**src/rtl/mul_share_pkg.sv**
```systemverilog
// Shared types and constants for the two-port multiplier scheduler.
// Optional zero-operand bypass: MUL_SHARE_ZERO_BYPASS_EN.
package mul_share_pkg;

    localparam int OPW        = 32;
    localparam int RESW       = 64;
    localparam int CNTW       = 4;
    localparam int SETTLE_MIN = 1;
    localparam int SETTLE_MAX = 15;

    localparam logic [1:0] ST_IDLE = 2'd0;
    localparam logic [1:0] ST_CALC = 2'd1;
    localparam logic [1:0] ST_RESP = 2'd2;

    typedef enum logic [1:0] {
        IDLE = ST_IDLE,
        CALC = ST_CALC,
        RESP = ST_RESP
    } state_t;

endpackage

```
**src/rtl/array32.sv**
```systemverilog
// Combinational 32x32 unsigned array multiplier; long ripple path,
// so callers must treat it as a multicycle path.
module array32
    import mul_share_pkg::*;
(
    input  logic [OPW-1:0]  a,
    input  logic [OPW-1:0]  b,
    output logic [RESW-1:0] c
);

    assign c = RESW'(a) * RESW'(b);

endmodule

```
**src/rtl/mul_share_ctrl.sv**
```systemverilog
// Round-robin scheduler sharing one array32 between two requesters.
// Optional zero-operand bypass: MUL_SHARE_ZERO_BYPASS_EN.
module mul_share_ctrl
    import mul_share_pkg::*;
#(
    parameter int unsigned SETTLE = 2
)
(
    input  logic            clk,
    input  logic            rst,
    input  logic            req0_valid,
    output logic            req0_ready,
    input  logic [OPW-1:0]  req0_a,
    input  logic [OPW-1:0]  req0_b,
    input  logic            req1_valid,
    output logic            req1_ready,
    input  logic [OPW-1:0]  req1_a,
    input  logic [OPW-1:0]  req1_b,
    output logic            resp0_valid,
    input  logic            resp0_ready,
    output logic            resp1_valid,
    input  logic            resp1_ready,
    output logic [RESW-1:0] resp_c,
    output logic            busy
);

    if (SETTLE < SETTLE_MIN || SETTLE > SETTLE_MAX) begin : g_settle_chk
        $error("mul_share_ctrl: SETTLE out of range 1..15");
    end

    localparam logic [CNTW-1:0] CNT_INIT = CNTW'(SETTLE - 1);

    state_t          state;
    logic            rr;
    logic            owner;
    logic [CNTW-1:0] cnt;
    logic [OPW-1:0]  a_q;
    logic [OPW-1:0]  b_q;
    logic [RESW-1:0] prod;
    logic            g0;
    logic            g1;
    logic            acc;
    logic [OPW-1:0]  a_sel;
    logic [OPW-1:0]  b_sel;

    // rr only matters when both ports are valid in the same cycle
    always_comb begin
        g0 = req0_valid && (!req1_valid || !rr);
        g1 = req1_valid && (!req0_valid || rr);
    end

    assign req0_ready = (state == IDLE) && g0;
    assign req1_ready = (state == IDLE) && g1;
    assign acc        = req0_ready || req1_ready;
    assign a_sel      = g1 ? req1_a : req0_a;
    assign b_sel      = g1 ? req1_b : req0_b;
    assign busy       = (state != IDLE);

    array32 u_array32 (
        .a (a_q),
        .b (b_q),
        .c (prod)
    );

    always_ff @(posedge clk) begin
        if (rst) begin
            state       <= IDLE;
            rr          <= 1'b0;
            owner       <= 1'b0;
            cnt         <= '0;
            a_q         <= '0;
            b_q         <= '0;
            resp_c      <= '0;
            resp0_valid <= 1'b0;
            resp1_valid <= 1'b0;
        end else begin
            unique case (state)
                IDLE: begin
                    if (acc) begin
                        a_q   <= a_sel;
                        b_q   <= b_sel;
                        owner <= g1;
                        rr    <= ~g1;
                        cnt   <= CNT_INIT;
`ifdef MUL_SHARE_ZERO_BYPASS_EN
                        if (a_sel == '0 || b_sel == '0) begin
                            resp_c      <= '0;
                            resp0_valid <= ~g1;
                            resp1_valid <= g1;
                            state       <= RESP;
                        end else begin
                            state <= CALC;
                        end
`else
                        state <= CALC;
`endif
                    end
                end
                CALC: begin
                    if (cnt == '0) begin
                        resp_c      <= prod;
                        resp0_valid <= ~owner;
                        resp1_valid <= owner;
                        state       <= RESP;
                    end else begin
                        cnt <= cnt - 1'b1;
                    end
                end
                RESP: begin
                    // only the owner's ready releases the result
                    if (owner ? resp1_ready : resp0_ready) begin
                        resp0_valid <= 1'b0;
                        resp1_valid <= 1'b0;
                        state       <= IDLE;
                    end
                end
                default: state <= IDLE;
            endcase
        end
    end

endmodule

```
**config.mk**
```make
export PLATFORM = sky130hd
export DESIGN_NAME = mul_share_ctrl
export DESIGN_NICKNAME = d
export VERILOG_FILES = /design/src/rtl/mul_share_pkg.sv /design/src/rtl/array32.sv /design/src/rtl/mul_share_ctrl.sv
export SDC_FILE = /design/constraint.sdc
export NUM_CORES = 2
export LEC_CHECK = 0
export ABC_CLOCK_PERIOD_IN_PS = 8150
export CORE_MARGIN = 2
export CORE_UTILIZATION = 45
export CTS_CLUSTER_DIAMETER = 40
export CTS_CLUSTER_SIZE = 12
export DETAILED_ROUTE_END_ITERATION = 10
export GPL_TIMING_DRIVEN = 0
export HOLD_SLACK_MARGIN = 0.12
export PLACE_DENSITY = 0.61
export SYNTH_ARGS = -nofsm -noshare
export SYNTH_HDL_FRONTEND = slang
export SYNTH_SLANG_ARGS = --single-unit
```
**constraint.sdc**
```tcl
create_clock -name clk -period 8.15 [get_ports clk]
set_input_delay 2.0375 -clock clk [delete_from_list [all_inputs] [get_ports clk]]
set_output_delay 2.0375 -clock clk [all_outputs]
set_load 0.02 [all_outputs]
```
==> metrics <==
outcome complete, but fails checks; violated checks max-capacitance violations; number of hold-slack violations in the final timing report 0; met2 routing resource usage after global routing 53.2%; highest achievable clock rate 124 MHz; final setup skew 24.7 ps; worst relative slew slack 0.0388%; sequential-to-total area share from yosys stat 7.16%; Inserted Clock Buffers 17; via count of the first global-routing pass 32200; area leader, netlist sky130_fd_sc_hd__fa_1; CP most frequent cell sky130_fd_sc_hd__fa_1; compound-gate portion of the synthesized area 6.68%; # H-tree levels 4; router iterations before antenna repair 5; Max stage delay on crit path 630 ps; Arrival @ worst endpoint 8470 ps; # nets final 5813; Area growth syn-to-layout 12.6%; CP required 8560 ps; met1 global-route usage 42.7%; number of sinks driven by the clock tree 138; deepest clock path buffer count 2; Synth Instances 4287; final HPWL from detailed placement 122000 um; Filler Cell Count 8384; cell row count 107; Async S/R FF share, synth 0%; fin crit period 8070 ps; dpl ws -1130 ps; post-DR wirelength/cell 25.3 um; maximum number of pins on one net before global-route repair 17; share of cells above drive strength 1 6.73%; final period utilization 99.0%; overall via count from detail_route 31100; RSZ-0062 raised after global routing true; worst-path fanout max 10; total wirelength of the detailed-routed design 144000 um; count leader, synth sky130_fd_sc_hd__fa_1; register clock-pin slew on the reported worst setup and hold paths 70 ps; GR met3 Demand/Resource 6.36%; die width 297 um; ys flop type sky130_fd_sc_hd__dfxtp_1; largest family of logic cells by synthesized area adder cells; register bit count reported by yosys 138; post-synthesis share of cell area spent on and, or, nand and nor gates 17.9%; largest cells by area after synthesis sky130_fd_sc_hd__fa_1 46%, sky130_fd_sc_hd__and2_1 9.8%, sky130_fd_sc_hd__ha_1 8.6%; overall overflow remaining after global route 0; number of antenna violations at the first check in global routing 14; Total Power 12700 uW; aggregate negative setup slack 0 ps; Hold WC Path Type flop to flop; die area 88100 um^2; clock tree root driver cell sky130_fd_sc_hd__clkbuf_16; worst-path cell chain clkbuf_2 -> nand2_1 -> fa_1 -> fa_1 -> inv_1 -> fa_1 -> fa_1 -> fa_1 -> fa_1 -> fa_1 -> inv_1 -> fa_1 -> inv_1 -> ha_1 -> nand2_1 -> nor2_2 -> nand2_1 -> or3_1 -> nor4_4 -> nor2_2 -> o21a_1 -> o21ai_1 -> xor2_1 -> a22o_1; number of buffers added to fix hold violations after cts 0; # DRC 0; initial detailed-routing violation count 2357; Hold Path Depth 2; max-cap violation count 1; critical setup path kind flop to flop; Post-Syn Area 38600 um^2; highest-delay cell along the critical path sky130_fd_sc_hd__fa_1; slack of the worst reg-to-reg path 80 ps; Setup-failing EPs final 0; reported leakage power 0.0213 uW; Yosys top cell area share 46.5%; multiplexer share of the synthesized area 0.833%; setup ws final 81.0 ps; clock insertion delay at the later pin of the skew report 520 ps; Via-to-Cell Ratio 5.47; xor-xnor portion of the synthesized cell area 1.25%; starting density of the core 45.3%; worst setup path end resp_c[59]$_SDFFE_PP0P_; EDFF count, synth 0; RR Startpoint a_q[0]$_SDFFE_PP0P_; core region area 85100 um^2; synthesized area per cell 9.00 um^2; critical path launch point type flop; core occupancy in the finished layout 51.1%; kind of end point of the critical path flop; last weighted congestion value of the routability-driven placer 0.982; global routing's busiest layer met2; first-pass GRT wire length 212000 um; number of nets in the synthesized netlist 5582; Power Dens Cells 292 nW/um^2; CTS tree yes; ports placed on the boundary 203; most numerous cell types in the synthesized netlist 896 x sky130_fd_sc_hd__fa_1, 866 x sky130_fd_sc_hd__inv_1, 603 x sky130_fd_sc_hd__and2_1; Post-Synth Adder-Cell Area 55.1%; height of the die 297 um; endpoint of the worst-slack reg-to-reg timing path resp_c[59]$_SDFFE_PP0P_; R2R cell count 24; worst-margin pin slew 1480 ps; crit path launch a_q[0]$_SDFFE_PP0P_; remaining antenna violation count 0; Max Transition Viols Final 0; Tot GR Track Use 33.2%; VDD IR max 376 uV; I/O Buffers 202; hold_ws 450 ps; yosys warns 0; number of distinct library cells after synthesis 77
[worst min path at each step]
stage / start / to / slack, ps
floorplan: rr$_SDFFE_PP0P_ / rr$_SDFFE_PP0P_ / 470
global placement: resp_c[25]$_SDFFE_PP0P_ / resp_c[25]$_SDFFE_PP0P_ / 440
finish: resp_c[43]$_SDFFE_PP0P_ / resp_c[43]$_SDFFE_PP0P_ / 450
detailed placement: resp_c[44]$_SDFFE_PP0P_ / resp_c[44]$_SDFFE_PP0P_ / 450
global route: resp_c[43]$_SDFFE_PP0P_ / resp_c[43]$_SDFFE_PP0P_ / 470
CTS: resp_c[44]$_SDFFE_PP0P_ / resp_c[44]$_SDFFE_PP0P_ / 450
[power by group]
| part | switching [uW] | internal, uW |
|---|---|---|
| logic | 6970 | 3860 |
| clock network | 396 | 462 |
| registers | 199 | 817 |
| total | 7570 | 5140 |
[per-stage QoR]
step,cells,area [um^2]
finish,5684,43500
floorplan,4287,38600
global placement,5633,42000
CTS,5668,43200
global route,5677,43500
detailed placement,5633,42000
[layout make-up]
class | count | area, um^2 | area share [%]
Multi-Input combinational cell | 3019 | 31700 | 72.9
Timing Repair Buffer | 212 | 2100 | 4.82
Clock buffer | 17 | 425 | 0.979
Sequential cell | 138 | 2820 | 6.48
Tap cell | 1144 | 1430 | 3.29
Clock inverter | 15 | 183 | 0.420
Inverter | 866 | 3250 | 7.48
Antenna cell | 9 | 22.5 | 0.0518
Buffer | 264 | 1570 | 3.61
[registers in the layout, indices dropped and copies added, names as in the netlist]
register / count
resp_c: 64
a_q: 32
b_q: 32
cnt: 4
state: 2
owner: 1
resp0_valid: 1
resp1_valid: 1
rr: 1
[layout by cell type (no fill, tap or decap), types with 38 or more instances in the layout]
master	count
sky130_fd_sc_hd__ha_1	262
sky130_fd_sc_hd__nand2_1	591
sky130_fd_sc_hd__a21oi_1	163
sky130_fd_sc_hd__fa_1	895
sky130_fd_sc_hd__and2_1	603
sky130_fd_sc_hd__dfxtp_1	105
sky130_fd_sc_hd__a22oi_1	38
sky130_fd_sc_hd__nor2_1	83
sky130_fd_sc_hd__buf_4	47
sky130_fd_sc_hd__clkbuf_4	59
sky130_fd_sc_hd__clkbuf_2	50
sky130_fd_sc_hd__clkdlybuf4s50_1	202
sky130_fd_sc_hd__clkbuf_1	72
sky130_fd_sc_hd__inv_1	866
[worst max-delay path, delay by kind of cell (launching register included)]
family	cells	cell delay [ps]
simple gates	7	1590
compound gates	3	610
buf+inv	4	650
fa+ha+maj	9	4380
xor+xnor	1	100
flops	1	590
[cells by family (layout without fill, tap and decap cells)]
family	after synthesis	count (layout)
AO/OA/AOI/OAI	394	394
XOR/XNOR	55	55
adder cells (fa/ha/maj)	1161	1161
buffers and inverters	1130	1374
flip-flops	138	138
multiplexers	32	32
other	0	9
AND/OR/NAND/NOR	1377	1377
[repair_timing]
action | in CTS | in global routing
setup buffers | 3 | 7
hold endpoints to repair | 0 | 0
gates cloned | 0 | 0
resized for setup | 258 | 200
setup endpoints to repair | 31 | 22
pin swaps | 1 | 7
[routing by layer]
layer / vias up / routed length [um]
li1: 13200 / -
met1: 16100 / 55200
met2: 1358 / 66600
met3: 336 / 12400
met4: 4 / 9700
met5: - / 27
(Power assumes the default switching activity.)
